**src/rtl/game_pkg.sv**
```systemverilog
// Shared definitions for the colour-match game: sequencer state encoding,
// feedback codes, the default colour width and colour type used by the
// random, switch-decode and VGA blocks, plus a saturating 8-bit increment.
package game_pkg;

   typedef enum logic [2:0] {
      IDLE,
      LOAD,
      ROUND,
      FEEDBACK,
      GAME_OVER
   } state_t;

   localparam logic [1:0] FB_NONE    = 2'b00;
   localparam logic [1:0] FB_OK      = 2'b01;
   localparam logic [1:0] FB_WRONG   = 2'b10;
   localparam logic [1:0] FB_TIMEOUT = 2'b11;

   localparam int COLOUR_W_DEFAULT = 3;
   typedef logic [COLOUR_W_DEFAULT-1:0] colour_t;

   function automatic logic [7:0] sat_inc8(input logic [7:0] v);
      return (v == 8'hFF) ? v : v + 8'd1;
   endfunction

endpackage

```
**src/rtl/cycle_counter.sv**
```systemverilog
// Cycle counter with synchronous clear/enable and a terminal-count flag.
// Ports: clk, reset (sync, active-high), clear (sync zero), enable (count),
//        done (high while the count equals TERMINAL; the count holds there).
module cycle_counter #(
   parameter int unsigned TERMINAL = 15
) (
   input  logic clk,
   input  logic reset,
   input  logic clear,
   input  logic enable,
   output logic done
);

   localparam int W = (TERMINAL > 0) ? $clog2(TERMINAL + 1) : 1;

   logic [W-1:0] count;

   always_ff @(posedge clk) begin
      if (reset || clear) begin
         count <= '0;
      end else if (enable && !done) begin
         count <= count + 1'b1;
      end
   end

   assign done = (count == W'(TERMINAL));

endmodule

```
**src/rtl/game_round_ctrl.sv**
```systemverilog
// Central sequencer for the colour-match game: owns the game FSM, arms/clears
// the game timer, requests new colour sets, judges answers and drives the
// scorer pulse and game-over level.
// Ports: CLOCK_50, reset (sync, active-high), start, answer_valid,
//        answer_colour, target_colour, timer_expired -> new_round, timer_run,
//        timer_clear, score_inc, game_over, feedback, round_num [, lives].
// Optional: define GAME_ROUND_LIVES_EN to add a 2-bit lives output; wrong
//        answers and round timeouts then cost a life and the game ends after
//        the feedback window in which lives reach zero.
module game_round_ctrl
   import game_pkg::*;
#(
   parameter int unsigned CLK_HZ       = 50000000,
   parameter int unsigned FEEDBACK_MS  = 250,
   parameter int unsigned ROUND_CYCLES = 250000000,
   parameter int          COLOUR_W     = 3
) (
   input  logic                CLOCK_50,
   input  logic                reset,
   input  logic                start,
   input  logic                answer_valid,
   input  logic [COLOUR_W-1:0] answer_colour,
   input  logic [COLOUR_W-1:0] target_colour,
   input  logic                timer_expired,
   output logic                new_round,
   output logic                timer_run,
   output logic                timer_clear,
   output logic                score_inc,
   output logic                game_over,
   output logic [1:0]          feedback,
`ifdef GAME_ROUND_LIVES_EN
   output logic [1:0]          lives,
`endif
   output logic [7:0]          round_num
);

   // The ms*Hz product overflows 32 bits at default settings, so widen first.
   localparam int unsigned FB_CYCLES = 32'((64'(FEEDBACK_MS) * 64'(CLK_HZ)) / 64'd1000);
   localparam int unsigned FB_TERM   = (FB_CYCLES > 0) ? FB_CYCLES - 1 : 0;
   localparam int unsigned RND_TERM  = (ROUND_CYCLES > 0) ? ROUND_CYCLES - 1 : 0;

   state_t     state, state_nxt;
   logic [1:0] fb_nxt;
   logic [7:0] rn_nxt;
   logic       rnd_done, fb_done;
   logic       colour_match;
   logic       out_of_lives;

   assign colour_match = (answer_colour == target_colour);

   // Both counters sit at zero outside their own state, so each state visit
   // starts a fresh count without an explicit clear pulse.
   cycle_counter #(.TERMINAL(RND_TERM)) u_round_cnt (
      .clk    (CLOCK_50),
      .reset  (reset),
      .clear  (state != ROUND),
      .enable (state == ROUND),
      .done   (rnd_done)
   );

   cycle_counter #(.TERMINAL(FB_TERM)) u_fb_cnt (
      .clk    (CLOCK_50),
      .reset  (reset),
      .clear  (state != FEEDBACK),
      .enable (state == FEEDBACK),
      .done   (fb_done)
   );

`ifdef GAME_ROUND_LIVES_EN
   logic miss;

   // Same priority as the FSM: an expired game timer swallows the answer.
   assign miss = (state == ROUND) && !timer_expired &&
                 ((answer_valid && !colour_match) || (!answer_valid && rnd_done));

   always_ff @(posedge CLOCK_50) begin
      if (reset || timer_clear) begin
         lives <= 2'd3;
      end else if (miss && (lives != 2'd0)) begin
         lives <= lives - 2'd1;
      end
   end

   assign out_of_lives = (lives == 2'd0);
`else
   assign out_of_lives = 1'b0;
`endif

   always_ff @(posedge CLOCK_50) begin
      if (reset) begin
         state     <= IDLE;
         feedback  <= FB_NONE;
         round_num <= 8'd0;
      end else begin
         state     <= state_nxt;
         feedback  <= fb_nxt;
         round_num <= rn_nxt;
      end
   end

   always_comb begin
      state_nxt   = state;
      fb_nxt      = feedback;
      rn_nxt      = round_num;
      new_round   = 1'b0;
      timer_run   = 1'b0;
      timer_clear = 1'b0;
      score_inc   = 1'b0;
      game_over   = 1'b0;

      case (state)
         IDLE: begin
            if (start) begin
               timer_clear = 1'b1;
               rn_nxt      = 8'd0;
               fb_nxt      = FB_NONE;
               state_nxt   = LOAD;
            end
         end

         LOAD: begin
            new_round = 1'b1;
            rn_nxt    = sat_inc8(round_num);
            state_nxt = ROUND;
         end

         ROUND: begin
            timer_run = 1'b1;
            if (timer_expired) begin
               fb_nxt    = FB_NONE;
               state_nxt = GAME_OVER;
            end else if (answer_valid) begin
               score_inc = colour_match;
               fb_nxt    = colour_match ? FB_OK : FB_WRONG;
               state_nxt = FEEDBACK;
            end else if (rnd_done) begin
               fb_nxt    = FB_TIMEOUT;
               state_nxt = FEEDBACK;
            end
         end

         FEEDBACK: begin
            timer_run = 1'b1;
            if (timer_expired) begin
               fb_nxt    = FB_NONE;
               state_nxt = GAME_OVER;
            end else if (fb_done) begin
               fb_nxt    = FB_NONE;
               state_nxt = out_of_lives ? GAME_OVER : LOAD;
            end
         end

         GAME_OVER: begin
            game_over = 1'b1;
            fb_nxt    = FB_NONE;
            if (start) begin
               timer_clear = 1'b1;
               rn_nxt      = 8'd0;
               state_nxt   = LOAD;
            end
         end

         default: begin
            state_nxt = IDLE;
         end
      endcase
   end

endmodule
```
**config.mk**
```make
export PLATFORM = sky130hd
export DESIGN_NAME = game_round_ctrl
export DESIGN_NICKNAME = d
export VERILOG_FILES = /design/src/rtl/game_pkg.sv /design/src/rtl/cycle_counter.sv /design/src/rtl/game_round_ctrl.sv
export SDC_FILE = /design/constraint.sdc
export NUM_CORES = 1
export LEC_CHECK = 0
export CORE_ASPECT_RATIO = 1.75
export CORE_UTILIZATION = 59
export CTS_BUF_LIST = sky130_fd_sc_hd__clkbuf_2 sky130_fd_sc_hd__clkbuf_4 sky130_fd_sc_hd__clkbuf_8
export DETAILED_ROUTE_END_ITERATION = 7
export HOLD_SLACK_MARGIN = 0.05
export PLACE_DENSITY = 0.91
export SYNTH_ARGS = -nofsm -noshare
export SYNTH_HDL_FRONTEND = slang
export SYNTH_SLANG_ARGS = --single-unit
```
**constraint.sdc**
```tcl
create_clock -name CLOCK_50 -period 4.7 [get_ports CLOCK_50]
set_input_delay 0.94 -clock CLOCK_50 [delete_from_list [all_inputs] [get_ports CLOCK_50]]
set_output_delay 0.94 -clock CLOCK_50 [all_outputs]
set_load 0.01 [all_outputs]
```
==> implementation parameters <==
Parameter                              Value

Timing
  Post-route minimum period    3.447 ns
  Worst slew pin tran    1.138 ns
  Endpoints failing setup    0
  Final critical-path setup slack    roughly 1.3 ns
  Total count of max-transition violations in the final report    0
  Max transition margin    23.62%
  Fin. Hold Viols    0
  Layout Skew    0.01181 ns
  Unrepaired setup endpoints after global routing    false
  Max Fclk    approximately 290 MHz
  Final worst path period share    73.35%
  Setup TNS Final    0 ns

Place
  Port buffer count    25
  Post-Place Setup Slack    1.244 ns
  Routability-driven placement congestion ratio    0.8898
  Dpl hpwl    ~6000 um

Floorplan
  Initial core utilization    61.90%
  Number of rows in the core area    36
  Die Y-Extent    around 100 um
  Placeable Area    5585 um^2
  I/O pin total    26
  Die Area    6182 um^2
  Width of the die    ~60 um

Worst setup path
  Critical Path RT    3.76 ns
  CP Max Fanout    3
  Arr. time, crit path    approximately 2.5 ns
  Worst setup EP type    output pin
  Critical path class    primary input to output pin
  Startpoint kind of the worst setup timing path    primary input

Synthesis
  Flop and latch count out of synthesis    65
  Dominant cells by area after synthesis    sky130_fd_sc_hd__dfxtp_1 38%, sky130_fd_sc_hd__xnor2_1 6.8%, sky130_fd_sc_hd__nor2_1 5.2%
  Number of instances in the synthesized netlist    415
  Post-synth top area share    between 30 and 40%
  Top flip-flop cell by instance count after synthesis    sky130_fd_sc_hd__dfxtp_1
  Area leader, netlist    sky130_fd_sc_hd__dfxtp_1
  Share of the yosys chip area belonging to registers    37.64%
  Number of warnings printed during yosys synthesis    0
  Net count after synthesis    ~430
  Post-synth design cell area    3457 um^2
  Proportion of register bits with asynchronous set or reset after synthesis    0%
  Number of different library cells in the post-synthesis netlist    56
  Number of enable flip-flop cells after synthesis    0
  Synthesized area divided by synthesized cell count    8.330 um^2

CTS
  Library cell used as clock root buffer    sky130_fd_sc_hd__clkbuf_8
  Number of setup buffers added after CTS    0
  H-tree level count    3
  Worst-Skew Late Latency    0.35 ns
  Clock sink total    65
  CTS buffer count    9
  CTS tree    built
  Quantity of hold-fixing buffers added after cts    0
  Clock transition time at the flip-flop clock pins of the worst setup and hold paths    0.08 ns
  Max Root-Sink Buffers    2
  Post-cts resize count    0

Cells and area
  Fraction of final layout cells sized beyond drive strength 1    9.318%
  Number of filler instances in the final layout    around 440
  Antenna cells    0
  Final net count    449
  Commonest non-fill, non-tap cells in the layout    65 x sky130_fd_sc_hd__dfxtp_1, 48 x sky130_fd_sc_hd__nor2_1, 35 x sky130_fd_sc_hd__nand2_1, 29 x sky130_fd_sc_hd__a21oi_1, 27 x sky130_fd_sc_hd__xnor2_1
  Post-Route Utilization    70.09%
  Leading cell type in the layout, fill and taps excluded    sky130_fd_sc_hd__dfxtp_1
  Area Growth Syn to Fin    13.25%

Status
  Result of the run    completed

Route
  Count of unresolved DRC violations after routing    0
  Drt first pass iters    6
  Count of antenna-violating nets left after detailed routing    0
  Via-to-Cell Ratio    6.192
  DRC marker count from the first detailed-route iteration    208
  Overall via count from detail_route    3195
  Per-cell routed wire length    between 15 and 20 um
  Total detailed-routing wirelength    8275 um

Pwr
  Power density relative to cell area    272.6 nW/um^2
  Total leakage power    approximately 1.2 nW
  VDD IR max    0.2497 mV

Flow run
  Number of max-cap violations    0

GRT
  Initial antenna violation count    0
  Vias in the first global route    3233
  Pin count of the biggest net entering global routing    30
  Sum of overflow across all layers after global routing    0
  All-Layer GR Usage    29.13%
  Wire length of the first global-routing pass    13710 um

Worst hold path
  Kind of path behind the tightest hold check    flop to flop
-- area by class of cell --
cell class	count	area, um^2	area share, %
Tap cell	76	95.09	2.429
Sequential cell	65	1301	33.24
Multi-Input combinational cell	320	2026	51.74
Clock inverter	5	38.79	0.9907
Inverter	14	52.55	1.342
Timing Repair Buffer	25	250.2	6.392
Clock buffer	11	151.4	3.867
-- kinds of logic after synthesis --
| kind of cell | count (synthesis) | share of synthesized area, % |
|---|---|---|
| simple gates | 197 | 32.47 |
| compound gates | 88 | 16.90 |
| flops | 65 | 37.64 |
| xor+xnor | 31 | 7.854 |
| buf+inv | 30 | 3.764 |
| fa+ha+maj | 3 | 1.086 |
| mux | 1 | 0.2896 |
-- flip-flops by register name (all words and copies together), names as in the netlist --
| signal | cells |
|---|---|
| u_round_cnt.count | 28 |
| u_fb_cnt.count | 24 |
| round_num | 8 |
| state | 3 |
| feedback | 2 |
-- synthesized netlist by cell type (2+ instances only) --
| library cell | count |
|---|---|
| sky130_fd_sc_hd__dfxtp_1 | 65 |
| sky130_fd_sc_hd__nor2_1 | 48 |
| sky130_fd_sc_hd__nand2_1 | 35 |
| sky130_fd_sc_hd__a21oi_1 | 29 |
| sky130_fd_sc_hd__xnor2_1 | 27 |
| sky130_fd_sc_hd__nand3_1 | 22 |
| sky130_fd_sc_hd__nand4_1 | 16 |
| sky130_fd_sc_hd__o21ai_0 | 15 |
| sky130_fd_sc_hd__inv_1 | 14 |
| sky130_fd_sc_hd__or3_1 | 13 |
| sky130_fd_sc_hd__clkbuf_1 | 11 |
| sky130_fd_sc_hd__a211oi_1 | 10 |
| sky130_fd_sc_hd__and3_1 | 8 |
| sky130_fd_sc_hd__o211ai_1 | 8 |
| sky130_fd_sc_hd__or4_1 | 8 |
| sky130_fd_sc_hd__a31o_2 | 6 |
| sky130_fd_sc_hd__nand2b_1 | 6 |
| sky130_fd_sc_hd__or4b_2 | 6 |
| sky130_fd_sc_hd__and4_1 | 5 |
| sky130_fd_sc_hd__nor3_1 | 5 |
| sky130_fd_sc_hd__xor2_1 | 4 |
| sky130_fd_sc_hd__ha_1 | 3 |
| sky130_fd_sc_hd__nor4_1 | 3 |
| sky130_fd_sc_hd__nor4_4 | 3 |
| sky130_fd_sc_hd__nor4b_1 | 3 |
| sky130_fd_sc_hd__o31ai_1 | 3 |
| sky130_fd_sc_hd__a21o_1 | 2 |
| sky130_fd_sc_hd__a31oi_1 | 2 |
| sky130_fd_sc_hd__and2_1 | 2 |
| sky130_fd_sc_hd__buf_2 | 2 |
| sky130_fd_sc_hd__buf_6 | 2 |
| sky130_fd_sc_hd__nor3b_1 | 2 |
| sky130_fd_sc_hd__o21ai_1 | 2 |
| sky130_fd_sc_hd__or2_1 | 2 |
| sky130_fd_sc_hd__or2_2 | 2 |
-- per-stage QoR --
stage          std cells  area, um^2  hold slack [ns]  power (mW)
3_3_place_gp         500        3725           0.4664      0.6279
2_1_floorplan        415        3457           0.4623      0.6065
3_5_place_dp         500        3725           0.4702      0.6306
5_1_grt              516        3915           0.4987       1.099
6_report             516        3915           0.4818       1.067
4_1_cts              516        3915           0.4825       1.075
-- worst max-delay path, cell delays in order --
cell and delay [ns]:
sky130_fd_sc_hd__clkdlybuf4s50_1 0.45, sky130_fd_sc_hd__xnor2_1 0.20, sky130_fd_sc_hd__nand4_1 0.16, sky130_fd_sc_hd__nor3_1 0.19, sky130_fd_sc_hd__clkdlybuf4s50_1 0.56
-- routing by layer --
layer | vias to the layer above | track usage [%] | wire, um
met3 | 23 | 7.338 | 309
met2 | 88 | 54.79 | 4678
met1 | 1525 | 27.16 | 3008
met5 | - | 0 | 0
met4 | 0 | 17.17 | 278
li1 | 1559 | - | -
-- worst paths after layout --
path	startpoint	end	slack, ns	cells past startpoint
min	feedback[0]$_SDFFE_PP0P_	feedback[0]$_SDFFE_PP0P_	0.48	2
max reg2reg	state[1]$_SDFFE_PP0P_	u_round_cnt.count[24]$_SDFFE_PP0P_	2.23	4
min reg2reg	feedback[0]$_SDFFE_PP0P_	feedback[0]$_SDFFE_PP0P_	0.48	2
max	target_colour[1]	score_inc	1.25	5
-- power by group --
group	internal (mW)	switching, mW
Combinational	0.0272	0.0313
Sequential	0.554	0.00555
Clock	0.222	0.227
No activity file was read; power rests on OpenSTA's default activity.
